`src/rtl/caxi4interconnect_rd_pkg.sv`:
```
// caxi4interconnect_rd_pkg
//   Shared definitions for the crossbar read-response path.
//   - Read-steer FSM state encodings (RS_*).
//   - AXI RRESP codes.
//   - Field layout of a read-order FIFO entry: {arlen[7:0], slaveIdx}.
package caxi4interconnect_rd_pkg;

  // Read-steer FSM states
  localparam logic [1:0] RS_IDLE   = 2'd0;
  localparam logic [1:0] RS_ROUTE  = 2'd1;
  localparam logic [1:0] RS_POP    = 2'd2;
  localparam logic [1:0] RS_SETTLE = 2'd3;

  // AXI read response codes
  localparam logic [1:0] RRESP_OKAY   = 2'b00;
  localparam logic [1:0] RRESP_EXOKAY = 2'b01;
  localparam logic [1:0] RRESP_SLVERR = 2'b10;
  localparam logic [1:0] RRESP_DECERR = 2'b11;

  // Order FIFO entry layout: slave index in the low bits, arlen above it
  localparam int ORD_IDX_LSB = 0;
  localparam int ORD_LEN_W   = 8;

  // arlen sits directly above the slave index, whose width is a parameter
  function automatic int ordLenLsb(input int idxW);
    return ORD_IDX_LSB + idxW;
  endfunction

endpackage

```
`src/rtl/caxi4interconnect_rd_beat_reg.sv`:
```
// caxi4interconnect_rd_beat_reg
//   One-deep valid/ready register slice. Holds one beat and accepts a new
//   one in the same cycle the held beat drains, so it sustains 1 beat/cycle.
//   Ports:
//     HCLK       clock
//     fifo_reset asynchronous active-low reset (drops any held beat)
//     inValid    upstream beat valid
//     inReady    upstream ready (slice empty or draining this cycle)
//     inData     upstream beat payload
//     outValid   registered beat valid
//     outReady   downstream ready
//     outData    registered beat payload, stable while outValid & !outReady
module caxi4interconnect_rd_beat_reg #(
  parameter int W = 67
) (
  input  logic         HCLK,
  input  logic         fifo_reset,
  input  logic         inValid,
  output logic         inReady,
  input  logic [W-1:0] inData,
  output logic         outValid,
  input  logic         outReady,
  output logic [W-1:0] outData
);

  assign inReady = !outValid || outReady;

  // Payload only changes on a load, so it stays put while stalled
  always_ff @(posedge HCLK or negedge fifo_reset) begin
    if (!fifo_reset) begin
      outValid <= 1'b0;
      outData  <= '0;
    end else if (inReady) begin
      outValid <= inValid;
      if (inValid) begin
        outData <= inData;
      end
    end
  end

endmodule

```
`src/rtl/caxi4interconnect_rd_resp_steer.sv`:
```
// caxi4interconnect_rd_resp_steer
//   Consumes the read-order FIFO of a crossbar master port: takes the head
//   entry {arlen, slaveIdx}, steers that slave's R channel to the master
//   through a one-deep register slice, and pops the FIFO once the RLAST beat
//   is accepted, so read responses come back in issue order.
//   Optional feature macro: CAXI4_RDSTEER_LEN_CHECK_EN enables a beat counter
//   that pulses lenErr when RLAST does not line up with arlen.
//   Ports:
//     HCLK, fifo_reset           clock, asynchronous active-low reset
//     ordValid, ordData, ordPop  order FIFO head and read strobe
//     slvRValid/Ready/Data/Resp/Last  per-slave R channels (slave s in lane s)
//     mstRValid/Ready/Data/Resp/Last  master R channel, registered outputs
//     lenErr                     beat-count mismatch pulse
module caxi4interconnect_rd_resp_steer
  import caxi4interconnect_rd_pkg::*;
#(
  parameter int NUM_SLAVES = 8,
  parameter int SLV_IDX_W  = 3,
  parameter int DATA_W     = 64,
  parameter int POP_SETTLE = 2
) (
  input  logic                         HCLK,
  input  logic                         fifo_reset,
  input  logic                         ordValid,
  input  logic [8+SLV_IDX_W-1:0]       ordData,
  output logic                         ordPop,
  input  logic [NUM_SLAVES-1:0]        slvRValid,
  output logic [NUM_SLAVES-1:0]        slvRReady,
  input  logic [NUM_SLAVES*DATA_W-1:0] slvRData,
  input  logic [NUM_SLAVES*2-1:0]      slvRResp,
  input  logic [NUM_SLAVES-1:0]        slvRLast,
  output logic                         mstRValid,
  input  logic                         mstRReady,
  output logic [DATA_W-1:0]            mstRData,
  output logic [1:0]                   mstRResp,
  output logic                         mstRLast,
  output logic                         lenErr
);

  localparam int LEN_LSB = ordLenLsb(SLV_IDX_W);

  logic [1:0]           state;
  logic [SLV_IDX_W-1:0] selIdx;
  logic [7:0]           settleCnt;

  logic                 selHit;
  logic                 selRValid;
  logic                 selRLast;
  logic [DATA_W-1:0]    selRData;
  logic [1:0]           selRResp;
  logic                 route;
  logic                 beatInReady;
  logic                 accept;

  // Mux the selected slave's R channel. An index with no matching slave
  // leaves selHit low, so nothing can be accepted from it.
  always_comb begin
    selHit    = 1'b0;
    selRValid = 1'b0;
    selRLast  = 1'b0;
    selRData  = '0;
    selRResp  = '0;
    for (int s = 0; s < NUM_SLAVES; s++) begin
      if (selIdx == SLV_IDX_W'(s)) begin
        selHit    = 1'b1;
        selRValid = slvRValid[s];
        selRLast  = slvRLast[s];
        selRData  = slvRData[s*DATA_W +: DATA_W];
        selRResp  = slvRResp[s*2 +: 2];
      end
    end
  end

  assign route  = (state == RS_ROUTE);
  assign accept = route && selHit && selRValid && beatInReady;
  assign ordPop = (state == RS_POP);

  // Only the selected slave ever sees ready; the others are stalled in place
  always_comb begin
    slvRReady = '0;
    for (int s = 0; s < NUM_SLAVES; s++) begin
      if (route && (selIdx == SLV_IDX_W'(s))) begin
        slvRReady[s] = beatInReady;
      end
    end
  end

  // Order FSM. SETTLE covers the FIFO's valid bubble after a pop: ordValid
  // may still show the popped entry, so it is ignored until the count ends.
  always_ff @(posedge HCLK or negedge fifo_reset) begin
    if (!fifo_reset) begin
      state     <= RS_IDLE;
      selIdx    <= '0;
      settleCnt <= '0;
    end else begin
      case (state)
        RS_IDLE: begin
          if (ordValid) begin
            selIdx <= ordData[ORD_IDX_LSB +: SLV_IDX_W];
            state  <= RS_ROUTE;
          end
        end
        RS_ROUTE: begin
          if (accept && selRLast) begin
            state <= RS_POP;
          end
        end
        RS_POP: begin
          settleCnt <= 8'(POP_SETTLE);
          state     <= RS_SETTLE;
        end
        RS_SETTLE: begin
          if (settleCnt <= 8'd1) begin
            settleCnt <= '0;
            state     <= RS_IDLE;
          end else begin
            settleCnt <= settleCnt - 8'd1;
          end
        end
        default: state <= RS_IDLE;
      endcase
    end
  end

  caxi4interconnect_rd_beat_reg #(
    .W(DATA_W + 3)
  ) beatReg (
    .HCLK      (HCLK),
    .fifo_reset(fifo_reset),
    .inValid   (accept),
    .inReady   (beatInReady),
    .inData    ({selRResp, selRLast, selRData}),
    .outValid  (mstRValid),
    .outReady  (mstRReady),
    .outData   ({mstRResp, mstRLast, mstRData})
  );

`ifdef CAXI4_RDSTEER_LEN_CHECK_EN
  logic [7:0] selLen;
  logic [7:0] beatCnt;
  logic       lenErrR;

  // beatCnt is the zero-based index of the beat being accepted, so a
  // well-formed burst carries RLAST exactly when beatCnt equals arlen.
  always_ff @(posedge HCLK or negedge fifo_reset) begin
    if (!fifo_reset) begin
      selLen  <= '0;
      beatCnt <= '0;
      lenErrR <= 1'b0;
    end else begin
      lenErrR <= 1'b0;
      if ((state == RS_IDLE) && ordValid) begin
        selLen  <= ordData[LEN_LSB +: ORD_LEN_W];
        beatCnt <= '0;
      end else if (accept) begin
        beatCnt <= beatCnt + 8'd1;
        lenErrR <= selRLast ? (beatCnt != selLen) : (beatCnt == selLen);
      end
    end
  end

  assign lenErr = lenErrR;
`else
  logic unusedLen;
  assign unusedLen = ^ordData[LEN_LSB +: ORD_LEN_W];
  assign lenErr    = 1'b0;
`endif

endmodule

```
`config.mk`:
```
export PLATFORM = sky130hd
export DESIGN_NAME = caxi4interconnect_rd_resp_steer
export DESIGN_NICKNAME = d
export VERILOG_FILES = /design/src/rtl/caxi4interconnect_rd_pkg.sv /design/src/rtl/caxi4interconnect_rd_beat_reg.sv /design/src/rtl/caxi4interconnect_rd_resp_steer.sv
export SDC_FILE = /design/constraint.sdc
export NUM_CORES = 1
export LEC_CHECK = 0
export CORE_AREA = 2 2 250 252
export CTS_BUF_LIST = sky130_fd_sc_hd__clkbuf_2
export CTS_CLUSTER_SIZE = 25
export DETAILED_ROUTE_END_ITERATION = 16
export DIE_AREA = 0 0 252 254
export PLACE_DENSITY = 0.37
export SLEW_MARGIN = 20
export SYNTH_ARGS = -nofsm -noshare
export SYNTH_HDL_FRONTEND = slang
export SYNTH_SLANG_ARGS = --single-unit
```
`constraint.sdc`:
```
create_clock -name HCLK -period 2.6 [get_ports HCLK]
set_clock_uncertainty 0.2 [all_clocks]
set_input_delay 0.39 -clock HCLK [delete_from_list [all_inputs] [get_ports HCLK]]
set_output_delay 0.39 -clock HCLK [all_outputs]
set_load 0.03 [all_outputs]
```
# Word level (Yosys, flattened, before mapping)

Index checks and enable logic that the tools add are counted.

Input bits: 559
ROM bits: 0
Bits in latches: 0
Output and inout bits: 78
Memories kept: 0
Flip-flop bits (word level): 81
Bits in writable memories: 0
Logic and storage cells: 94

Muxes and demuxes: 54
Multiply operators: 0
$add $sub $neg: 1
$lt $le $gt $ge: 1
Equality and inequality tests: 13
Reduce and logical (&&, ||, !) cells: 20
Bitwise operators: 0
Shift-type cells: 0
Divide/modulo/power cells: 0

Operator list:

| cell                | count |
|---|---|
| $mux 64             | 8 |
| $mux 1              | 32 |
| $mux 2              | 11 |
| $pmux 8 s2          | 1 |
| $eq 3x3->1 const B  | 4 |
| $logic_and 1x1->1   | 12 |
| $le 8x1->1 const B  | 1 |
| $mux 8              | 1 |
| $pmux 2 s4          | 1 |
| $sub 8x1->8 const B | 1 |
| $eq 3x2->1 const B  | 2 |
| $eq 2x2->1 const B  | 2 |
| $ne 2x2->1 const B  | 2 |
| $reduce_and 2->1    | 2 |
| $eq 3x1->1 const B  | 1 |
| $logic_not 3->1     | 1 |
| $reduce_and 3->1    | 1 |
| $eq 2x1->1 const B  | 1 |
| $logic_not 2->1     | 1 |
| $ne 2x1->1 const B  | 1 |
| $reduce_bool 2->1   | 1 |
| $logic_not 1->1     | 1 |
| $logic_or 1x1->1    | 1 |

# Longest topological paths before layout

Gate-level depths: netlist of run 1.

Word-level depth: 15
Gate-level depth with buffers: 9
Mapped depth without buffers: 7

# Cells and area by module

From an unflattened synthesis of run 1, not the netlist that was laid out.

Cell total of the unflattened synthesis: 854
Area total of the unflattened synthesis: 7632.3 um^2

Modules (own cells, without submodules):

| module                          | area each (um^2) | cells each | sequential area each (um^2) | instances |
|---|---|---|---|---|
| caxi4interconnect_rd_resp_steer | 4977.3           | 709        | 325.3                       | 1 |
| caxi4interconnect_rd_beat_reg   | 2655.0           | 145        | 1701.6                      | 1 |

# Worst setup path before layout of run 1

Ideal clock, no wire load.

Kind: reg2out
Start: register selIdx[2]
End: output port slvRReady[0]
Buffers on the path: 4
Path slack: -0.135 ns
Arrival time: 2.145 ns
Stages on the path, launching flop included: 6
Required time: 2.010 ns
Cell sequence: dfrtp_1 > buf_2 > buf_1 > buf_2 > buf_2 > nor4_1

Cells in the longest elaborated chain, start to end: 3

RTL lines:

| item                     | line                                  | source |
|---|---|---|
| start: declaration       | caxi4interconnect_rd_resp_steer.sv:43 | `logic [SLV_IDX_W-1:0] selIdx;` |
| start signal: assignment | caxi4interconnect_rd_resp_steer.sv:99 | `selIdx <= ordData[ORD_IDX_LSB +: SLV_IDX_W];` |
| $logic_not 3->1          | caxi4interconnect_rd_resp_steer.sv:82 | `if (route && (selIdx == SLV_IDX_W'(s))) begin` |
| $logic_and 1x1->1        | caxi4interconnect_rd_resp_steer.sv:82 |  |
| $mux 1                   | caxi4interconnect_rd_resp_steer.sv:82 |  |
| end: declaration         | caxi4interconnect_rd_resp_steer.sv:28 | `output logic [NUM_SLAVES-1:0] slvRReady,` |

No other way between the ends.

# Final worst setup path of run 1

Start: register selIdx[1]
End: output port slvRReady[4]

Cells in the longest elaborated chain, start to end: 3

RTL lines:

| item              | line |
|---|---|
| $eq 3x3->1        | caxi4interconnect_rd_resp_steer.sv:82 |
| $logic_and 1x1->1 | caxi4interconnect_rd_resp_steer.sv:82 |
| $mux 1            | caxi4interconnect_rd_resp_steer.sv:82 |

No other way between the ends.

==> results by group, run 1 <==
Run status
  – Status: finished, violations left
  – Failing checks: negative setup slack

Timing
  – Crit path time final: 2.64 ns
  – Slack of the critical path: -0.0389 ns
  – Final hold violations: 0
  – Period Utilization, post-route: 101%
  – Fin. max-slew vios: 0
  – Setup-failing EPs final: 2
  – Fmax: 379 MHz
  – Unrepaired setup endpoints after global routing: yes
  – Setup TNS: -0.0437 ns

Clock tree
  – Insertion delay to the later sink of the worst-skew pair: 0.77 ns
  – TritonCTS clock tree: yes
  – H-tree depth: 3
  – Bufs on Longest Clock Path: 2
  – Root buffer cell: clkbuf_2
  – Clock transition at the registers of the reported paths: 0.30 ns
  – CTS Sinks: 81
  – CTS Buf Count: 9

Floorplanning
  – Top-Level Pins: 637
  – Die area: 64,000 um^2
  – Initial Util: 13.4%
  – Die Ht: 254 um
  – Row cnt: 91
  – Core area: 61,300 um^2
  – Die width: 252 um

Route
  – Final ANT Viol Nets: 0
  – DRC: 0
  – Initial DRC Count: 382
  – Via count: 10,200
  – DRT Wirelength: 53.1 mm
  – Via/cell ratio: 4.37
  – First-pass DRT Iterations: 4
  – DR WL/cell: 22.7 um

Synth
  – Post-synth EDFFs: 0
  – FF+latch count, synth: 81
  – Cell taking the most area after synthesis: dfrtp_1
  – Post-Syn Nets: 1,448
  – Mapped Avg Cell Area: 9.34 um^2
  – Register area share after synthesis: 24.6%
  – Yosys top cell area share: 24.6%
  – Syn Inst Count: 881
  – Top post-synthesis cells by area: dfrtp_1 (25%), mux2_2 (22%), o22ai_1 (8.4%)
  – Cell area after synthesis: 8230 um^2
  – Yosys cell types: 57
  – Ys Warns: 0
  – Asr flop ratio synth: 100%
  – Post-synth top flop: dfrtp_1

Global route
  – Largest net degree at the start of global routing: 75
  – Vias in the first global route: 10,900
  – GRT Total Usage: 15.6%
  – GRT Residual Overflow: 0
  – Initial antenna violation count: 7
  – First-pass GRT wire length: 73.9 mm

Pwr
  – Register share of total power: 13.2%
  – Pleak: 6.43 nW
  – Power Dens Cells: 1050 nW/um^2
  – Worst vdd ir: 0.475 mV
  – NetSw: 0.00858 W
  – Pint: 0.00900 W
  – Sw frac: 48.8%
  – Clock Power Share: 4.6%
  – Gate power share: 82.2%

Worst hold path
  – Worst min path class: input port to flop

Worst setup path
  – WP data required: 2.01 ns
  – CP arrival: 2.05 ns
  – R2r setup slk: 0.08 ns
  – Critical path endpoint category: primary output
  – Critical path class: flop to primary output
  – Worst-path fanout max: 7
  – CP startpoint kind: flop

Placement
  – Port Buffer Count: 627
  – Post-DP HPWL: 39.1 mm
  – Placed Area: 15,600 um^2
  – Placer Congestion: 0.829

Finish
  – Cell area after layout: 16,800 um^2
  – Most frequent cells in the layout: clkdlybuf4s50_1 (550), mux2_2 (162), o22ai_1 (111)
  – Layout area overhead: 104%
  – Final core occ: 27.4%
  – Nets: 2,098
  – Commonest non-fill, non-tap cell in the layout: clkdlybuf4s50_1
  – Share of cells above drive strength 1: 23.4%

Job
  – Max_cap viols: 0
## area by class of cell
class                           instances  area [um^2]
Timing Repair Buffer                  736         7580
Fill cell                            6568        44500
Inverter                               14         62.6
Tap cell                              790          988
Sequential cell                        81         2040
Clock inverter                          7         71.3
Multi-Input combinational cell        689         5960
Clock buffer                            9         45.0
Antenna cell                           11         27.5
## power groups by stage
stage | Sequential [W] | Clock, W | Combinational, W
detailed placement | 0.00248 | 0 | 0.0131
finish | 0.00233 | 0.000804 | 0.0145
global route | 0.00243 | 0.000945 | 0.0156
global placement | 0.00247 | 0 | 0.0131
CTS | 0.00235 | 0.000896 | 0.0140
floorplan | 0.00337 | 0 | 0.00688
## cells by family (layout without fill, tap and decap cells)
group | count (synthesis) | in the layout | share of synthesized area, %
other | 1 | 12 | 0.0456
adders and majority gates | 8 | 8 | 1.22
muxes | 201 | 201 | 30.1
and+or+nand+nor | 144 | 144 | 8.24
buffers and inverters | 111 | 766 | 5.96
AOI/OAI and AO/OA | 335 | 335 | 29.8
DFF | 81 | 81 | 24.6
## cells in the mapped netlist, drive strengths merged (4+ instances only)
cell	count
a2111oi	7
a211oi	52
a21oi	22
a221oi	46
a2bb2oi	47
and2	8
and3	8
buf	54
clkbuf	43
dfrtp	81
ha	8
inv	13
mux2	170
mux2i	11
mux4	20
nand2	70
nand2b	5
nor2	26
nor2b	5
nor4	4
o21ai	19
o22ai	111
o2bb2ai	8
## layer usage
metal / up-vias / wire (um) / GRT usage, % / part of all wire [%]
li1: 4866 / - / - / -
met3: 29 / 3270 / 4.20 / 6.2
met4: 0 / 688 / 3.62 / 1.3
met2: 337 / 27700 / 28.8 / 52
met5: - / 0 / 0 / 0
met1: 4976 / 21400 / 17.8 / 40
## path summary, 6_finish.rpt
| check | cells past startpoint | from | to |
|---|---|---|---|
| worst min-delay path | 4 | slvRValid[7] | beatReg.outValid |
| worst max-delay path | 4 | selIdx[1] | slvRReady[4] |
| min in group asynchronous | 4 | fifo_reset | settleCnt[2] |
| max in group asynchronous | 4 | fifo_reset | selIdx[0] |
| worst max register to register | 9 | selIdx[0] | beatReg.outData[20] |
| worst min register to register | 1 | beatReg.outData[26] | beatReg.outData[26] |
## per-stage QoR
stage | worst slack, ns | instances | hold slack, ns | total power (W)
after CTS | -0.169 | 2308 | 0.0148 | 0.0173
after floorplan | -0.135 | 881 | -0.106 | 0.0103
after detailed placement | 0.0829 | 2253 | 0.119 | 0.0156
after global routing | -0.269 | 2337 | 0.0344 | 0.0190
final | -0.0389 | 2337 | 0.175 | 0.0176
after global placement | 0.0719 | 2253 | 0.119 | 0.0155
## what timing repair did
item	in CTS	in global routing
hold endpoints to repair	85	0
endpoints found under the setup margin	60	56
resized for setup	109	49
pin swaps	2	10
gates cloned	4	5
hold buffers	7	0
buffers inserted	29	13
## state kept, by name (all words and copies together), names as in the netlist
register and flops:
beatReg.outData 67, beatReg.outValid 1, selIdx 3, settleCnt 8, state 2
## critical path: stages, from the launching register on
cell	delay, ns
dfrtp_4	0.61
buf_6	0.15
buf_12	0.12
nor4_4	0.26
buf_6	0.17
No activity file was read; power rests on OpenSTA's default activity.
==> run 2, diff against run 1 <==
--- a/config.mk
+++ b/config.mk
@@ -7,7 +7,6 @@
 export LEC_CHECK = 0
 export CORE_AREA = 2 2 250 252
 export CTS_BUF_LIST = sky130_fd_sc_hd__clkbuf_2
-export CTS_CLUSTER_SIZE = 25
 export DETAILED_ROUTE_END_ITERATION = 16
 export DIE_AREA = 0 0 252 254
 export PLACE_DENSITY = 0.37
==> results of run 2 <==
Same layout as run 1: the final DEF is identical, and so are final timing and power.
